==> src/rtl/hazard_scoreboard_unit_pkg.sv <==
// Shared constants for the hazard scoreboard and the EX operand muxes that decode its selects.
package hazard_scoreboard_unit_pkg;

  // Operand source codes: 0 = register file, 1..DEPTH = scoreboard slot, DEPTH+1 = retired-write hold.
  localparam int FWD_SEL_RF = 0;

  function automatic int fwd_sel_hold(input int depth);
    return depth + 1;
  endfunction

endpackage

==> src/rtl/hazard_scoreboard_unit_sb_match_prio.sv <==
// Priority match of one source register against the in-flight slots; the youngest (lowest index) writer wins.
module sb_match_prio
  import hazard_scoreboard_unit_pkg::*;
#(
  parameter int RADDR_W = 5,
  parameter int DEPTH   = 3,
  parameter int IDX_W   = 3
) (
  input  logic [RADDR_W-1:0]       rs,
  input  logic [DEPTH-1:0]         valid,
  input  logic [DEPTH-1:0]         reg_wr,
  input  logic [DEPTH-1:0]         is_load,
  input  logic [DEPTH*RADDR_W-1:0] rd,
  output logic                     hit,
  output logic [IDX_W-1:0]         idx,
  output logic                     hit_load
);

  always_comb begin
    hit      = 1'b0;
    idx      = IDX_W'(FWD_SEL_RF);
    hit_load = 1'b0;
    // Scan oldest to youngest so the youngest match is the last one written.
    for (int k = DEPTH - 1; k >= 0; k--) begin
      if (rs != '0 && valid[k] && reg_wr[k] && rd[k*RADDR_W +: RADDR_W] == rs) begin
        hit      = 1'b1;
        idx      = IDX_W'(k + 1);
        hit_load = is_load[k];
      end
    end
  end

endmodule

==> src/rtl/hazard_scoreboard_unit.sv <==
// Hazard controller: in-flight scoreboard, load-use stall, redirect flush, operand forwarding selects
// and saturating performance counters.
module hazard_scoreboard_unit
  import hazard_scoreboard_unit_pkg::*;
#(
  parameter int RADDR_W    = 5,
  parameter int DEPTH      = 3,
  parameter int LOAD_READY = 3,
  parameter int KILL_DEPTH = 1,
  parameter int CNT_W      = 32
) (
  input  logic                         clk,
  input  logic                         rst,
  input  logic                         id_valid_i,
  input  logic [RADDR_W-1:0]           id_rs1_i,
  input  logic [RADDR_W-1:0]           id_rs2_i,
  input  logic                         id_rs1_used_i,
  input  logic                         id_rs2_used_i,
  input  logic [RADDR_W-1:0]           id_rd_i,
  input  logic                         id_reg_wr_i,
  input  logic                         id_mem_rd_i,
  input  logic                         redirect_i,
  output logic                         pc_wr_en_o,
  output logic                         if_id_wr_en_o,
  output logic                         if_id_flush_o,
  output logic                         id_ex_bubble_o,
  output logic [$clog2(DEPTH+2)-1:0]   fwd_a_sel_o,
  output logic [$clog2(DEPTH+2)-1:0]   fwd_b_sel_o,
  output logic [CNT_W-1:0]             stall_cnt_o,
  output logic [CNT_W-1:0]             flush_cnt_o,
  output logic [CNT_W-1:0]             issue_cnt_o
);

  localparam int SEL_W = $clog2(DEPTH + 2);
  localparam logic [DEPTH-1:0] KILL_BITS = DEPTH'((1 << KILL_DEPTH) - 1);

  // Bit/field 0 is slot 1 (EX), bit/field DEPTH-1 is slot DEPTH (WB).
  logic [DEPTH-1:0]         s_valid;
  logic [DEPTH-1:0]         s_wr;
  logic [DEPTH-1:0]         s_load;
  logic [DEPTH*RADDR_W-1:0] s_rd;
  logic [RADDR_W-1:0]       ex_rs1;
  logic [RADDR_W-1:0]       ex_rs2;
  logic                     hold_valid;
  logic [RADDR_W-1:0]       hold_rd;

  logic                     id1_hit, id2_hit, id1_load, id2_load;
  logic [SEL_W-1:0]         id1_idx, id2_idx;
  logic                     ex1_hit, ex2_hit, ex1_load, ex2_load;
  logic [SEL_W-1:0]         ex1_idx, ex2_idx;
  logic [DEPTH-1:0]         ex_valid;
  logic                     use1, use2, stall, issue;
  logic [DEPTH-1:0]         kill_mask;

  sb_match_prio #(.RADDR_W(RADDR_W), .DEPTH(DEPTH), .IDX_W(SEL_W)) u_id_rs1 (
    .rs(id_rs1_i), .valid(s_valid), .reg_wr(s_wr), .is_load(s_load), .rd(s_rd),
    .hit(id1_hit), .idx(id1_idx), .hit_load(id1_load)
  );

  sb_match_prio #(.RADDR_W(RADDR_W), .DEPTH(DEPTH), .IDX_W(SEL_W)) u_id_rs2 (
    .rs(id_rs2_i), .valid(s_valid), .reg_wr(s_wr), .is_load(s_load), .rd(s_rd),
    .hit(id2_hit), .idx(id2_idx), .hit_load(id2_load)
  );

  // EX operands never forward from their own slot, so slot 1 is hidden from these matchers.
  assign ex_valid = {s_valid[DEPTH-1:1], 1'b0};

  sb_match_prio #(.RADDR_W(RADDR_W), .DEPTH(DEPTH), .IDX_W(SEL_W)) u_ex_rs1 (
    .rs(ex_rs1), .valid(ex_valid), .reg_wr(s_wr), .is_load(s_load), .rd(s_rd),
    .hit(ex1_hit), .idx(ex1_idx), .hit_load(ex1_load)
  );

  sb_match_prio #(.RADDR_W(RADDR_W), .DEPTH(DEPTH), .IDX_W(SEL_W)) u_ex_rs2 (
    .rs(ex_rs2), .valid(ex_valid), .reg_wr(s_wr), .is_load(s_load), .rd(s_rd),
    .hit(ex2_hit), .idx(ex2_idx), .hit_load(ex2_load)
  );

  // A load only stalls its consumer while the result is still too young to be forwarded.
  assign use1  = id_rs1_used_i & id1_hit & id1_load & ((int'(id1_idx) + 1) < LOAD_READY);
  assign use2  = id_rs2_used_i & id2_hit & id2_load & ((int'(id2_idx) + 1) < LOAD_READY);
  assign stall = id_valid_i & ~redirect_i & (use1 | use2);
  assign issue = id_valid_i & ~stall & ~redirect_i;

  assign pc_wr_en_o     = ~stall;
  assign if_id_wr_en_o  = ~stall;
  assign if_id_flush_o  = redirect_i;
  assign id_ex_bubble_o = stall | redirect_i;

  assign kill_mask = redirect_i ? KILL_BITS : '0;

  always_ff @(posedge clk or posedge rst) begin
    if (rst) begin
      s_valid    <= '0;
      s_wr       <= '0;
      s_load     <= '0;
      s_rd       <= '0;
      ex_rs1     <= '0;
      ex_rs2     <= '0;
      hold_valid <= 1'b0;
      hold_rd    <= '0;
    end else begin
      s_valid    <= {s_valid[DEPTH-2:0], issue} & ~kill_mask;
      s_wr       <= {s_wr[DEPTH-2:0], id_reg_wr_i};
      s_load     <= {s_load[DEPTH-2:0], id_mem_rd_i};
      s_rd       <= {s_rd[(DEPTH-1)*RADDR_W-1:0], id_rd_i};
      ex_rs1     <= id_rs1_i;
      ex_rs2     <= id_rs2_i;
      // The register file does not write through, so the retiring write stays visible one more cycle.
      hold_valid <= s_valid[DEPTH-1] & s_wr[DEPTH-1];
      hold_rd    <= s_rd[DEPTH*RADDR_W-1 -: RADDR_W];
    end
  end

  always_comb begin
    fwd_a_sel_o = SEL_W'(FWD_SEL_RF);
    fwd_b_sel_o = SEL_W'(FWD_SEL_RF);
    if (s_valid[0]) begin
      if (ex1_hit) begin
        fwd_a_sel_o = ex1_idx;
      end else if (hold_valid && ex_rs1 != '0 && hold_rd == ex_rs1) begin
        fwd_a_sel_o = SEL_W'(fwd_sel_hold(DEPTH));
      end
      if (ex2_hit) begin
        fwd_b_sel_o = ex2_idx;
      end else if (hold_valid && ex_rs2 != '0 && hold_rd == ex_rs2) begin
        fwd_b_sel_o = SEL_W'(fwd_sel_hold(DEPTH));
      end
    end
  end

  always_ff @(posedge clk or posedge rst) begin
    if (rst) begin
      stall_cnt_o <= '0;
      flush_cnt_o <= '0;
      issue_cnt_o <= '0;
    end else begin
      if (stall && stall_cnt_o != {CNT_W{1'b1}}) stall_cnt_o <= stall_cnt_o + CNT_W'(1);
      if (redirect_i && flush_cnt_o != {CNT_W{1'b1}}) flush_cnt_o <= flush_cnt_o + CNT_W'(1);
      if (issue && issue_cnt_o != {CNT_W{1'b1}}) issue_cnt_o <= issue_cnt_o + CNT_W'(1);
    end
  end

endmodule

==> config.mk <==
export PLATFORM = sky130hd
export DESIGN_NAME = hazard_scoreboard_unit
export DESIGN_NICKNAME = d
export VERILOG_FILES = /design/src/rtl/hazard_scoreboard_unit_pkg.sv /design/src/rtl/hazard_scoreboard_unit_sb_match_prio.sv /design/src/rtl/hazard_scoreboard_unit.sv
export SDC_FILE = /design/constraint.sdc
export NUM_CORES = 1
export LEC_CHECK = 0
export CAP_MARGIN = 20
export CORE_AREA = 2 2 131 101
export DETAILED_ROUTE_END_ITERATION = 12
export DIE_AREA = 0 0 133 103
export PLACE_DENSITY = 0.79
export SYNTH_ARGS = -nofsm -noshare
export SYNTH_HDL_FRONTEND = slang
export SYNTH_SLANG_ARGS = --single-unit
==> constraint.sdc <==
create_clock -name clk -period 6.3 [get_ports clk]
set_input_delay 1.26 -clock clk [delete_from_list [all_inputs] [get_ports clk]]
set_output_delay 1.26 -clock clk [all_outputs]
set_load 0.05 [all_outputs]
==> flow_summary.toml, run 1 <==
[clock_tree]
clk_latency_ns = 0.42
cts_buffers = 17
cts_tree = "built"
hold_buffers = 0
cts_resized = 0
cts_buffer_depth = 2
clk_pin_slew_worst_paths_ns = 0.06
cts_max_level = 4
root_buffer = "clkbuf_16"
clkSinkCount = 134
postCtsSetupBuffers = 0

[setup_path]
cp_max_fo = 6
arrival_ns = 3.86
end_kind = "output pin"
start_kind = "input port"
path_class = "input port to output pin"
crit_path_start = "id_rs2_i[1]"
rr_startpoint = "issue_cnt_o[11]"
critPathRequiredTime_ns = 5.04

[detailed_routing]
drt_iter0_markers = 247
dr.pass1.iters = 4
vias = 4835
drc = 0
ant_nets = 0
wl_per_cell_um = 16.71
vias_per_cell = 5.463
wl_mm = 14.79

[layout]
drive_above_1_share_pct = 6.863
seqCellArea_um2 = 3353
multi_input_area_um2 = 2781
final_cell_mix = "dfrtp_1, clkdlybuf4s50_1, xnor2_1"
fillCellCount = 927
layout_commonest_cell = "dfrtp_1"
diodes = 0
nets = 727
syn_to_final_growth_pct = 32.91

[global_route]
gr-usage-all-layers_pct = 22.31
grt_overflow = 0
antenna_found_initial = 0
grt_pass1_vias = 4754
grt_max_degree = 81
grt_pass1_wl_mm = 23.76

[synth]
synth_flop_cell = "dfrtp_1"
synth_area_leader_cell = "dfrtp_1"
netlist_instances = 562
async_reset_ff_share_pct = 100.0
synth_edf_count = 0
synth_seq_area_share_pct = 53.74
synth_area_per_cell_um2 = 11.10
synth_area_leaders = "dfrtp_1, xnor2_1, xor2_1"
synth_fp_nets = 588
synth_warnings = 0
synth_top_area_share_pct = 53.74
netlist_area_um2 = 6240
synth-seq-cells = 134
synth_cell_types = 42

[min_path]
hold_path.startpoint = "s_valid[1]"
min_path_type = "register to register"

[power]
irDropWorstVdd_mv = 0.3514
p_per_area_nw_per_um2 = 284.0
p_leak_nw = 3.480

[sta]
fin_crit_sh_pct = 81.35
rsz0062_at_grt = "no"
finalHoldViolCount = 0
slew_violations = 0
worst_slack_ns = 1.175
slew_headroom_pct = 27.74
clock_skew_ns = 0.01010
fin_crit_ns = 5.125
tightest_slew_ns = 1.079
tns_ns = 0
setup_violations = 0
fmax_ghz = 0.1951

[die]
dieArea_um2 = 13700
rows = 36
dieHeight_um = 103
initial_core_util_pct = 49.65
die_w_um = 133
core_region_area_um2 = 12570
io_pins = 129

[run_status]
status = "finished clean"

[placed_design]
numPortBuffers = 128
gp_congestion = 0.9067
dp_hpwl_mm = 10.29
post-place-ws_ns = 1.122

[flow_run]
maxCapViolations = 0
==> layer usage <==
metal	global-route usage, %	share of wire (%)
met3	5.261	5.1
met5	0	0
met4	12.57	3.1
met1	29.00	45
met2	35.03	47
==> where the power goes <==
part / total, mW / internal, mW / switching (mW)
Combinational: 0.369 / 0.140 / 0.229
Clock: 0.998 / 0.632 / 0.366
Sequential: 0.988 / 0.914 / 0.0741
Total: 2.35 / 1.69 / 0.669
==> final cells by class <==
class / count / area share [%]
inverters: 13 / 0.6186
well taps: 171 / 2.580
clock inverters: 8 / 1.147
flip-flops and latches: 134 / 40.43
repair buffers: 130 / 15.63
multi-input cells: 405 / 33.54
clock buffers: 24 / 6.050
==> cell families (layout without fill, tap and decap cells) <==
kind of cell	after synthesis	after routing	synth area share [%]
AO/OA/AOI/OAI	14	14	2.065
buffers and inverters	23	175	1.765
AND/OR/NAND/NOR	255	255	23.04
flip-flops	134	134	53.74
multiplexers	3	3	0.5414
adder cells (fa/ha/maj)	3	3	0.6016
XOR/XNOR	130	130	18.25
==> sequential cells by signal, indices dropped and copies added, names as in the netlist <==
name / count
flush_cnt_o: 32
issue_cnt_o: 32
stall_cnt_o: 32
s_rd: 15
ex_rs1: 5
ex_rs2: 5
hold_rd: 5
s_valid: 3
s_wr: 3
hold_valid: 1
s_load: 1
==> Yosys cell counts, types with 5 or more instances <==
cell,number
and2_1,7
and3_1,15
and4_1,11
dfrtp_1,134
inv_1,13
nand2_1,45
nand2b_1,5
nand3_1,42
nand4_1,37
nor2_1,34
nor3_1,19
nor4_1,14
or4_1,6
xnor2_1,86
xor2_1,44
==> worst paths after layout <==
path | end | cells after the start | slack, ns
worst max-delay path | if_id_wr_en_o | 6 | 1.18
worst min-delay path | s_valid[2] | 0 | 0.38
worst max register to register | issue_cnt_o[25] | 6 | 3.23
worst min register to register | s_valid[2] | 0 | 0.38
max in group asynchronous | flush_cnt_o[20] | 3 | 3.62
min in group asynchronous | stall_cnt_o[8] | 2 | 1.41
==> worst max-delay path, stage by stage <==
cell and delay [ns]:
clkdlybuf4s50_1 0.46, or4_1 0.52, a21oi_1 0.21, nor3_2 0.15
o21ai_0 0.38, clkdlybuf4s50_1 0.89
==> through the flow <==
stage / instances / instance area (um2) / utilization [%] / hold WS, ns / total power [mW]
detailed placement: 853 / 7696 / 61.24 / 0.3650 / 1.371
floorplan: 562 / 6240 / - / 0.3535 / 1.234
finish: 885 / 8293 / 65.99 / 0.3793 / 2.355
global route: 885 / 8293 / 65.99 / 0.3818 / 2.439
global placement: 853 / 7696 / 61.24 / 0.3589 / 1.362
CTS: 885 / 8293 / 65.99 / 0.3776 / 2.367
Note: power is estimated with default switching activity, not from simulation.
==> run 2, diff against run 1 <==
--- a/config.mk
+++ b/config.mk
@@ -6,10 +6,10 @@
 export NUM_CORES = 1
 export LEC_CHECK = 0
 export CAP_MARGIN = 20
-export CORE_AREA = 2 2 131 101
+export CORE_AREA = 2 2 138 106
 export DETAILED_ROUTE_END_ITERATION = 12
-export DIE_AREA = 0 0 133 103
-export PLACE_DENSITY = 0.79
+export DIE_AREA = 0 0 140 108
+export PLACE_DENSITY = 0.75
 export SYNTH_ARGS = -nofsm -noshare
 export SYNTH_HDL_FRONTEND = slang
 export SYNTH_SLANG_ARGS = --single-unit
==> constraint.sdc (replaced) <==
create_clock -name clk -period 4.3 [get_ports clk]
set_input_delay 0.86 -clock clk [delete_from_list [all_inputs] [get_ports clk]]
set_output_delay 0.86 -clock clk [all_outputs]
set_load 0.05 [all_outputs]
==> flow_summary.toml, run 2 (same netlist as run 1, synthesis figures left out) <==
[setup_path]
path_class = "register to output pin"
r2r.worst_path.cells = 6
r2r_end = "stall_cnt_o[25]"
start_kind = "register"
end_kind = "output pin"
critPathRequiredTime_ns = 3.44
rr_startpoint = "s_valid[0]"
r2r_setup_slack_ns = 1.79
arrival_ns = 3.02
cp_max_fo = 4

[sta]
slew_violations = 0
fin_crit_sh_pct = 90.14
clock_skew_ns = 0.008847
slew_headroom_pct = 32.58
setup_violations = 0
rsz0062_at_grt = "no"
tns_ns = 0
tightest_slew_ns = 1.007
finalHoldViolCount = 0
fmax_ghz = 0.2580
fin_crit_ns = 3.876

[die]
dieArea_um2 = 15120
dieHeight_um = 108
rows = 37
io_pins = 129
initial_core_util_pct = 45.69
die_w_um = 140
core_region_area_um2 = 13660

[run_status]
violations = "DRC"
status = "complete, but fails checks"

[clock_tree]
hold_buffers = 0
cts_tree = "built"
cts_resized = 0
clkSinkCount = 134
cts_max_level = 4
cts_buffer_depth = 2
cts_buffers = 17
postCtsSetupBuffers = 0
clk_pin_slew_worst_paths_ns = 0.06
clk_latency_ns = 0.41
root_buffer = "clkbuf_16"

[global_route]
grt_max_degree = 135
gr-usage-all-layers_pct = 20.50
grt_pass1_vias = 4763
grt_overflow = 0
antenna_found_initial = 0
grt_pass1_wl_mm = 24.54

[layout]
layout_commonest_cell = "dfrtp_1"
final_cell_mix = "dfrtp_1, clkdlybuf4s50_1, xnor2_1"
top_regs = "flush_cnt_o: 32 flops, issue_cnt_o: 32 flops, stall_cnt_o: 32 flops"
drive_above_1_share_pct = 7.682
nets = 729
syn_to_final_growth_pct = 34.13
stdcell_count = 891
diodes = 0
fin_util_pct = 61.28

[power]
irDropWorstVdd_mv = 0.5347
p_leak_nw = 3.502
p_per_area_nw_per_um2 = 414.0

[min_path]
whs_path_depth = 0
hold_path.startpoint = "s_valid[1]"
min_path_type = "register to register"
hold-path-endpoint = "s_valid[2]"

[placed_design]
dp_hpwl_mm = 10.24
gp_congestion = 0.8950
dpl.cell_count = 859
numPortBuffers = 128

[detailed_routing]
vias_per_cell = 5.357
dr.pass1.iters = 9
drc = 6
wl_mm = 14.56
ant_nets = 0
drt_iter0_markers = 265
vias = 4773
wl_per_cell_um = 16.34

[flow_run]
maxCapViolations = 0
run 2: changes by cell type in the layout (fill, tap and decap cells not counted), moves of 2 or more:
| cell | before | now |
|---|---|---|
| buf_12 | 0 | 4 |
| clkbuf_8 | 5 | 2 |
| clkdlybuf4s50_1 | 128 | 125 |
| clkinv_4 | 0 | 2 |
| clkinvlp_4 | 2 | 5 |
run 2: area by class of cell:
type                       count  area (um2)
sequential                   134        3353
fill                        1089        5288
clock inverter                12       152.6
timing repair buffer         132        1354
clock buffer                  20       456.7
inverter                      13       52.55
tap                          175       219.0
multi-input combinational    405        2781
run 2: per-layer routing:
metal / track usage [%] / share of wire (%)
met4: 8.586 / 2.1
met1: 27.20 / 45
met3: 4.872 / 4.2
met5: 0 / 0
met2: 32.79 / 49
run 2: worst max path at each step:
stage	start	end	cells past startpoint
final	ex_rs2[1]	fwd_b_sel_o[2]	6
after global routing	ex_rs2[1]	fwd_b_sel_o[2]	6
after detailed placement	id_rs2_i[0]	if_id_wr_en_o	7
after global placement	id_rs2_i[0]	if_id_wr_en_o	7
after CTS	ex_rs2[1]	fwd_b_sel_o[2]	6
after floorplan	id_rs2_i[0]	id_ex_bubble_o	5
run 2: power breakdown:
part	internal, mW	switching [mW]
Combinational	0.208	0.334
Sequential	1.34	0.108
Clock	0.940	0.537
Total	2.49	0.978
run 2: critical path, cell delays in order, from the launching register on:
cell and delay (ns):
dfrtp_1 0.43, or4_1 0.53, nor2_1 0.23, or4_1 0.19, nand2b_1 0.08, nor4_1 0.29
clkdlybuf4s50_1 0.85
run 2: through the flow:
| stage | power (mW) | hold WS (ns) | area [um2] | setup slack (ns) |
|---|---|---|---|---|
| finish | 3.465 | 0.3764 | 8369 | 0.4241 |
| detailed placement | 2.010 | 0.3611 | 7760 | 0.6081 |
| floorplan | 1.808 | 0.3535 | 6243 | 0.4324 |
| CTS | 3.504 | 0.3783 | 8369 | 0.3830 |
| global route | 3.605 | 0.3894 | 8369 | 0.2337 |
| global placement | 2.000 | 0.3588 | 7760 | 0.6229 |
